`config.mk`:
```
export PLATFORM = sky130hd
export DESIGN_NAME = jt08_adpcmb_wr_flat
export DESIGN_NICKNAME = d
export VERILOG_FILES = /design/src/rtl/jt08_adpcmb_pkg.sv /design/src/rtl/jt08_adpcmb_wr_if.sv /design/src/rtl/jt08_adpcmb_astep.sv /design/src/rtl/jt08_adpcmb_wr.sv /design/src/flat_wrapper.sv
export SDC_FILE = /design/constraint.sdc
export NUM_CORES = 1
export LEC_CHECK = 0
export ABC_AREA = 1
export BUFFER_PORTS_ARGS = -buffer_cell sky130_fd_sc_hd__buf_4
export CAP_MARGIN = 10
export CORE_ASPECT_RATIO = 0.75
export CORE_UTILIZATION = 51
export DETAILED_ROUTE_END_ITERATION = 16
export PLACE_DENSITY = 0.81
export SLEW_MARGIN = 40
export SYNTH_ARGS = -nofsm -noshare
export SYNTH_HDL_FRONTEND = slang
export SYNTH_SLANG_ARGS = --single-unit
```
`constraint.sdc`:
```
create_clock -name clk -period 2.02 [get_ports clk]
set_input_delay 0 -clock clk [delete_from_list [all_inputs] [get_ports clk]]
set_output_delay 0 -clock clk [all_outputs]
set_load 0.01 [all_outputs]
```
`src/rtl/jt08_adpcmb_pkg.sv`:
```
// Shared ADPCM-B definitions: address width, access-port state encoding and
// the address-advance rule used by both this port and the playback counter.
package jt08_adpcmb_pkg;

  localparam int ADPCMB_AW = 21;

  typedef logic [ADPCMB_AW-1:0] baddr_t;

  typedef enum logic [2:0] {
    ST_IDLE,
    ST_WAIT_CPU,
    ST_MEM_WR,
    ST_MEM_RD,
    ST_DONE
  } wr_state_t;

  // Address that follows addr. The end of region is tested before the limit,
  // so a region ending exactly at the limit returns to astart, not to zero.
  function automatic baddr_t adv_addr(baddr_t addr, baddr_t astart,
                                      baddr_t aend, baddr_t alimit);
    if (addr == aend)
      return astart;
    else if (addr == alimit)
      return '0;
    else
      return addr + 1'b1;
  endfunction

endpackage

```
`src/rtl/jt08_adpcmb_wr_if.sv`:
```
// Memory-side bus of the ADPCM-B CPU access port: request held until a
// one-cycle ack; read data is valid together with the ack.
interface jt08_adpcmb_wr_if #(
  parameter int AW = 21
);
  logic [AW-1:0] mem_addr;
  logic [7:0]    mem_wdata;
  logic          mem_req;
  logic          mem_wr;
  logic          mem_ack;
  logic [7:0]    mem_rdata;

  modport master (
    output mem_addr, mem_wdata, mem_req, mem_wr,
    input  mem_ack, mem_rdata
  );

  modport slave (
    input  mem_addr, mem_wdata, mem_req, mem_wr,
    output mem_ack, mem_rdata
  );
endinterface

```
`src/rtl/jt08_adpcmb_astep.sv`:
```
// Combinational next-address unit with end/limit compares. AW must equal
// ADPCMB_AW because the shared advance function works at that width.
module jt08_adpcmb_astep
  import jt08_adpcmb_pkg::*;
#(
  parameter int AW = ADPCMB_AW
) (
  input  logic [AW-1:0] addr,
  input  logic [AW-1:0] astart,
  input  logic [AW-1:0] aend,
  input  logic [AW-1:0] alimit,
  output logic [AW-1:0] next_addr,
  output logic          at_end,
  output logic          at_limit
);

  assign at_end    = (addr == aend);
  assign at_limit  = (addr == alimit);
  assign next_addr = adv_addr(addr, astart, aend, alimit);

endmodule

```
`src/rtl/jt08_adpcmb_wr.sv`:
```
// CPU-side ADPCM-B memory access port: moves bytes between the CPU data
// register and sample memory, paced by BRDY towards the CPU and req/ack
// towards memory, raising a sticky flag when the region end is reached.
module jt08_adpcmb_wr
  import jt08_adpcmb_pkg::*;
#(
  parameter int AW = ADPCMB_AW
) (
  input  logic          clk,
  input  logic          rst,
  input  logic          clr,
  input  logic          start,
  input  logic          rd_mode,
  input  logic          arepeat,
  input  logic [AW-1:0] astart,
  input  logic [AW-1:0] aend,
  input  logic [AW-1:0] alimit,
  input  logic          din_we,
  input  logic [7:0]    din,
  input  logic          dout_re,
  output logic [7:0]    dout,
  output logic          brdy,
  output logic          busy,
  output logic          flag,
  input  logic          clr_flag,
  jt08_adpcmb_wr_if.master mem
);

  wr_state_t     state_reg;
  logic [AW-1:0] addr_reg;
  logic          rd_mode_reg;
  logic          brdy_reg;
  logic          flag_reg;
  logic          req_reg;
  logic          wr_reg;
  logic [7:0]    dout_reg;
  logic [7:0]    wdata_reg;

  logic [AW-1:0] next_addr;
  logic          at_end;
  logic          at_limit_unused;  // the limit is folded into next_addr already
  logic          cpu_read;
  logic          wr_done;
  logic          keep_going;

  jt08_adpcmb_astep #(.AW(AW)) u_astep (
    .addr      (addr_reg),
    .astart    (astart),
    .aend      (aend),
    .alimit    (alimit),
    .next_addr (next_addr),
    .at_end    (at_end),
    .at_limit  (at_limit_unused)
  );

  // A byte is consumed either when the CPU reads it or when memory acks a write.
  assign cpu_read   = (state_reg == ST_WAIT_CPU) && rd_mode_reg && dout_re && brdy_reg;
  assign wr_done    = (state_reg == ST_MEM_WR) && mem.mem_ack;
  assign keep_going = !at_end || arepeat;

  // Session state machine; clr beats start, start beats everything else.
  always_ff @(posedge clk or posedge rst) begin
    if (rst) begin
      state_reg   <= ST_IDLE;
      addr_reg    <= '0;
      rd_mode_reg <= 1'b0;
      brdy_reg    <= 1'b0;
      flag_reg    <= 1'b0;
      req_reg     <= 1'b0;
      wr_reg      <= 1'b0;
      dout_reg    <= 8'h00;
      wdata_reg   <= 8'h00;
    end else begin
      // Clearing first lets a same-cycle end-of-region set win below.
      if (clr_flag)
        flag_reg <= 1'b0;

      if (clr) begin
        state_reg <= ST_IDLE;
        brdy_reg  <= 1'b0;
        req_reg   <= 1'b0;
      end else if (start) begin
        addr_reg    <= astart;
        rd_mode_reg <= rd_mode;
        if (rd_mode) begin
          // Prefetch the first byte so it is waiting when the CPU reads.
          state_reg <= ST_MEM_RD;
          brdy_reg  <= 1'b0;
          req_reg   <= 1'b1;
          wr_reg    <= 1'b0;
        end else begin
          state_reg <= ST_WAIT_CPU;
          brdy_reg  <= 1'b1;
          req_reg   <= 1'b0;
        end
      end else begin
        case (state_reg)
          ST_WAIT_CPU: begin
            if (!rd_mode_reg && din_we && brdy_reg) begin
              wdata_reg <= din;
              brdy_reg  <= 1'b0;
              req_reg   <= 1'b1;
              wr_reg    <= 1'b1;
              state_reg <= ST_MEM_WR;
            end
          end
          ST_MEM_RD: begin
            if (mem.mem_ack) begin
              dout_reg  <= mem.mem_rdata;
              brdy_reg  <= 1'b1;
              req_reg   <= 1'b0;
              state_reg <= ST_WAIT_CPU;
            end
          end
          default: ;
        endcase

        if (cpu_read || wr_done) begin
          req_reg  <= 1'b0;
          brdy_reg <= 1'b0;
          if (at_end)
            flag_reg <= 1'b1;
          if (keep_going) begin
            addr_reg <= next_addr;
            if (rd_mode_reg) begin
              state_reg <= ST_MEM_RD;
              req_reg   <= 1'b1;
              wr_reg    <= 1'b0;
            end else begin
              state_reg <= ST_WAIT_CPU;
              brdy_reg  <= 1'b1;
            end
          end else begin
            state_reg <= ST_DONE;
          end
        end
      end
    end
  end

  assign dout          = dout_reg;
  assign brdy          = brdy_reg;
  assign flag          = flag_reg;
  assign busy          = (state_reg == ST_WAIT_CPU) || (state_reg == ST_MEM_WR) ||
                         (state_reg == ST_MEM_RD);
  assign mem.mem_addr  = addr_reg;
  assign mem.mem_wdata = wdata_reg;
  assign mem.mem_req   = req_reg;
  assign mem.mem_wr    = wr_reg;

endmodule
```
`src/flat_wrapper.sv`:
```
// flat-port wrapper written by rule: the top's interface ports become plain ports
module jt08_adpcmb_wr_flat import jt08_adpcmb_pkg::*;
#(
  parameter int AW = ADPCMB_AW
)
  (clk, rst, clr, start, rd_mode, arepeat, astart, aend, alimit, din_we, din, dout_re, dout, brdy, busy, flag, clr_flag, mem_mem_addr, mem_mem_wdata, mem_mem_req, mem_mem_wr, mem_mem_ack, mem_mem_rdata);
  jt08_adpcmb_wr_if #(.AW(AW)) mem_i ();
  input  logic clk;
  input  logic rst;
  input  logic clr;
  input  logic start;
  input  logic rd_mode;
  input  logic arepeat;
  input  logic [AW-1:0] astart;
  input  logic [AW-1:0] aend;
  input  logic [AW-1:0] alimit;
  input  logic din_we;
  input  logic [7:0] din;
  input  logic dout_re;
  output logic [7:0] dout;
  output logic brdy;
  output logic busy;
  output logic flag;
  input  logic clr_flag;
  output wire logic [$bits(mem_i.mem_addr)-1:0] mem_mem_addr;
  output wire logic [$bits(mem_i.mem_wdata)-1:0] mem_mem_wdata;
  output wire logic [$bits(mem_i.mem_req)-1:0] mem_mem_req;
  output wire logic [$bits(mem_i.mem_wr)-1:0] mem_mem_wr;
  input wire logic [$bits(mem_i.mem_ack)-1:0] mem_mem_ack;
  input wire logic [$bits(mem_i.mem_rdata)-1:0] mem_mem_rdata;
  assign mem_mem_addr = mem_i.mem_addr;
  assign mem_mem_wdata = mem_i.mem_wdata;
  assign mem_mem_req = mem_i.mem_req;
  assign mem_mem_wr = mem_i.mem_wr;
  assign mem_i.mem_ack = mem_mem_ack;
  assign mem_i.mem_rdata = mem_mem_rdata;
  jt08_adpcmb_wr #(.AW(AW)) u_core (.clk(clk), .rst(rst), .clr(clr), .start(start), .rd_mode(rd_mode), .arepeat(arepeat), .astart(astart), .aend(aend), .alimit(alimit), .din_we(din_we), .din(din), .dout_re(dout_re), .dout(dout), .brdy(brdy), .busy(busy), .flag(flag), .clr_flag(clr_flag), .mem(mem_i));
endmodule
```
==> metrics.yaml <==
outcome:
  outcome: "completed"
synthesis:
  netlist_area_sq_mm: 0.00376
  synth_cell_types: 29
  syn_area_per_cell_sq_um: 6.29
  yosys_register_bits: 44
  synth_warnings: 0
  synthCells: 598
  synthesis.nets: 688
  yosysSeqAreaShare: 0.293
floorplanning:
  die_w_microns: 101
  core_sq_mm: 0.00696
  rows: 26
  initial_core_util: 0.540
  chipHeight_microns: 76.3
  boundaryPins: 131
  die_area_sq_mm: 0.00772
power_and_ir_drop:
  p_leak_uw: 0.00306
  power.density_mw_per_mm2: 616
  finalPower_uw: 3220
  peakVddDrop_v: 0.000445
hold_path:
  hold_class: "input port to flop"
  hold-path-endpoint: "u_core.mem.mem_addr[16]"
  min_path_cells: 5
  hp-start: "astart[16]"
layout:
  post-route-util: 0.751
  final_common_cell: "nand2_1"
  stdcell_area_sq_mm: 0.00523
  area_growth_pct: 39.1
  fin_nets: 852
  num_antenna_cells: 0
  instances_no_fill: 860
  drive_gt1_frac: 0.264
  final_cell_mix: "nand2_1, buf_4, inv_1"
  largest_reg_flops: 21
critical_path:
  critPathKind: "flop to flop"
  cp_data_required_time_ns: 2.22
  crit_path_start_kind: "flop"
  crit_slowest_cell: "dfrtp_1"
  cp.arrival_ns: 2.08
  reg2reg_setup_slack_ns: 0.14
  r2r_end: "u_core.mem.mem_addr[3]"
  crit_top_cell: "nand2_1"
  max_stage_delay_ns: 0.45
  worst-path-max-fanout: 10
  setup.worst_path.end_class: "flop"
  cp_cell_sequence: "buf_4 > xor2_1 > nor2_1 > nand2_1 > nor2_8 > nand3_4 > buf_4 > nand4_1 > nand2_1 > nand2_1 > nand2_1"
  r2r-start: "u_core.mem.mem_addr[1]"
  r2r_cells: 11
placement:
  dpl.hpwl_mm: 8.30
  placed_area_sq_mm: 0.00480
  io_buffers: 130
  gp_congestion: 0.955
  dp.cells: 822
sta:
  slew_violations: 0
  tightestPinTransition_ns: 0.573
  period_minus_slack_ns: 1.88
  finClkSkew_ns: 0.00792
  fmax_mhz: 533
  timing.final.crit_share: 0.930
  rsz0062_at_grt: "yes"
  setup_viol: 0
  setup-tns-final_ns: 0
  slew-limit-headroom: 0.615
  hold_violations: 0
global_route:
  grt_util_met1: 0.405
  grt_pass1_vias: 4194
  grtUsageTotal: 0.309
  grt-busiest-layer: "met2"
  use_met2: 0.509
  antenna_found_initial: 0
  gr-total-overflow: 0
  grt_max_degree: 45
  use_met3: 0.0642
  grt_pass1_wl_mm: 18.9
detailed_routing:
  drt_iter0_drc: 280
  via_count: 4368
  viasPerCell: 5.08
  drt-total-wl_mm: 11.6
  drt_first_pass_iters: 5
  post_drt_wl_per_cell_microns: 13.5
  drc: 0
  drtAntennaViolNets: 0
job:
  drv_cap: 0
clock_tree:
  clk_pin_slew_ns: 0.09
  worstSkewPairLatency_ns: 0.30
  cts_tree: "yes"
  htree_num_levels: 2
  numCtsBuffers: 5
  clock_sinks: 44
  cts_buffer_depth: 2
  cts_root_buffer: "clkbuf_8"
==> worst max-delay path, delay by kind of cell, from the launching register on <==
kind                   cells  cell delay (ns)
AND/OR/NAND/NOR            8             0.80
flip-flops                 1             0.45
buffers and inverters      2             0.37
XOR/XNOR                   1             0.16
==> logic make-up after synthesis <==
family / count (synthesis) / synth area share
flops: 44 / 0.293
simple gates: 399 / 0.441
buf+inv: 107 / 0.151
fa+ha+maj: 1 / 0.00333
compound gates: 10 / 0.0146
xor+xnor: 21 / 0.0489
mux: 16 / 0.0479
==> metal layers <==
layer	share of wire	wire, microns	up-vias
met5	0	0	-
li1	-	-	2130
met4	0.018	212	0
met1	0.44	5130	1967
met2	0.46	5300	247
met3	0.086	1000	24
==> repair_timing <==
item,CTS,global route
hold buffers,29,0
gates resized for setup,1,9
buffers inserted,0,2
endpoints found under the setup margin,12,21
hold endpoints to repair,71,0
==> worst max-delay path by stage <==
| stage | startpoint | to | cells after the start |
|---|---|---|---|
| final | u_core.mem.mem_addr[1] | u_core.mem.mem_addr[3] | 11 |
| after global routing | u_core.mem.mem_addr[12] | u_core.mem.mem_addr[15] | 14 |
| after CTS | u_core.mem.mem_addr[17] | u_core.mem.mem_addr[13] | 12 |
| after detailed placement | u_core.mem.mem_addr[17] | u_core.mem.mem_addr[13] | 12 |
| after global placement | u_core.mem.mem_addr[17] | u_core.mem.mem_addr[10] | 12 |
| after floorplan | u_core.mem.mem_addr[1] | u_core.mem.mem_addr[18] | 12 |
==> synth_stat cells, drive strengths merged <==
library cell / number / area [sq um]
clkbuf: 14 / 149
mux2: 16 / 180
xor2: 16 / 140
nor2: 60 / 249
clkinv: 1 / 3.75
dfrtp: 44 / 1100
nand3b: 1 / 7.51
buf: 10 / 109
o21ai: 9 / 48.8
nand4: 26 / 169
ha: 1 / 12.5
nand3: 20 / 118
xnor2: 5 / 43.8
inv: 82 / 308
o22ai: 1 / 6.26
nand2: 289 / 1090
or2: 3 / 18.8
==> per-stage QoR <==
step | hold slack [ns] | setup slack [ns]
floorplan | 0.0964 | 0.333
global placement | 0.0613 | 0.0675
detailed placement | 0.0634 | -0.00274
CTS | 0.000461 | 0.0812
global route | 0.0126 | 0.0106
finish | 0.000827 | 0.142
==> final cells by class <==
class | count | area [sq um]
Inverter | 83 | 312
Sequential cell | 44 | 1110
Clock inverter | 2 | 12.5
Timing Repair Buffer | 181 | 1480
Multi-Input combinational cell | 447 | 2120
Clock buffer | 5 | 68.8
Fill cell | 602 | 1730
Tap cell | 98 | 123
==> where the power goes <==
group	leakage [uW]	internal, uW	switching [uW]	total (uW)
sequential	0.000569	1030	209	1240
combinational	0.00245	708	720	1430
clock	0.0000400	235	315	550
total	0.00306	1970	1240	3220
No activity file was read; power rests on OpenSTA's default activity.
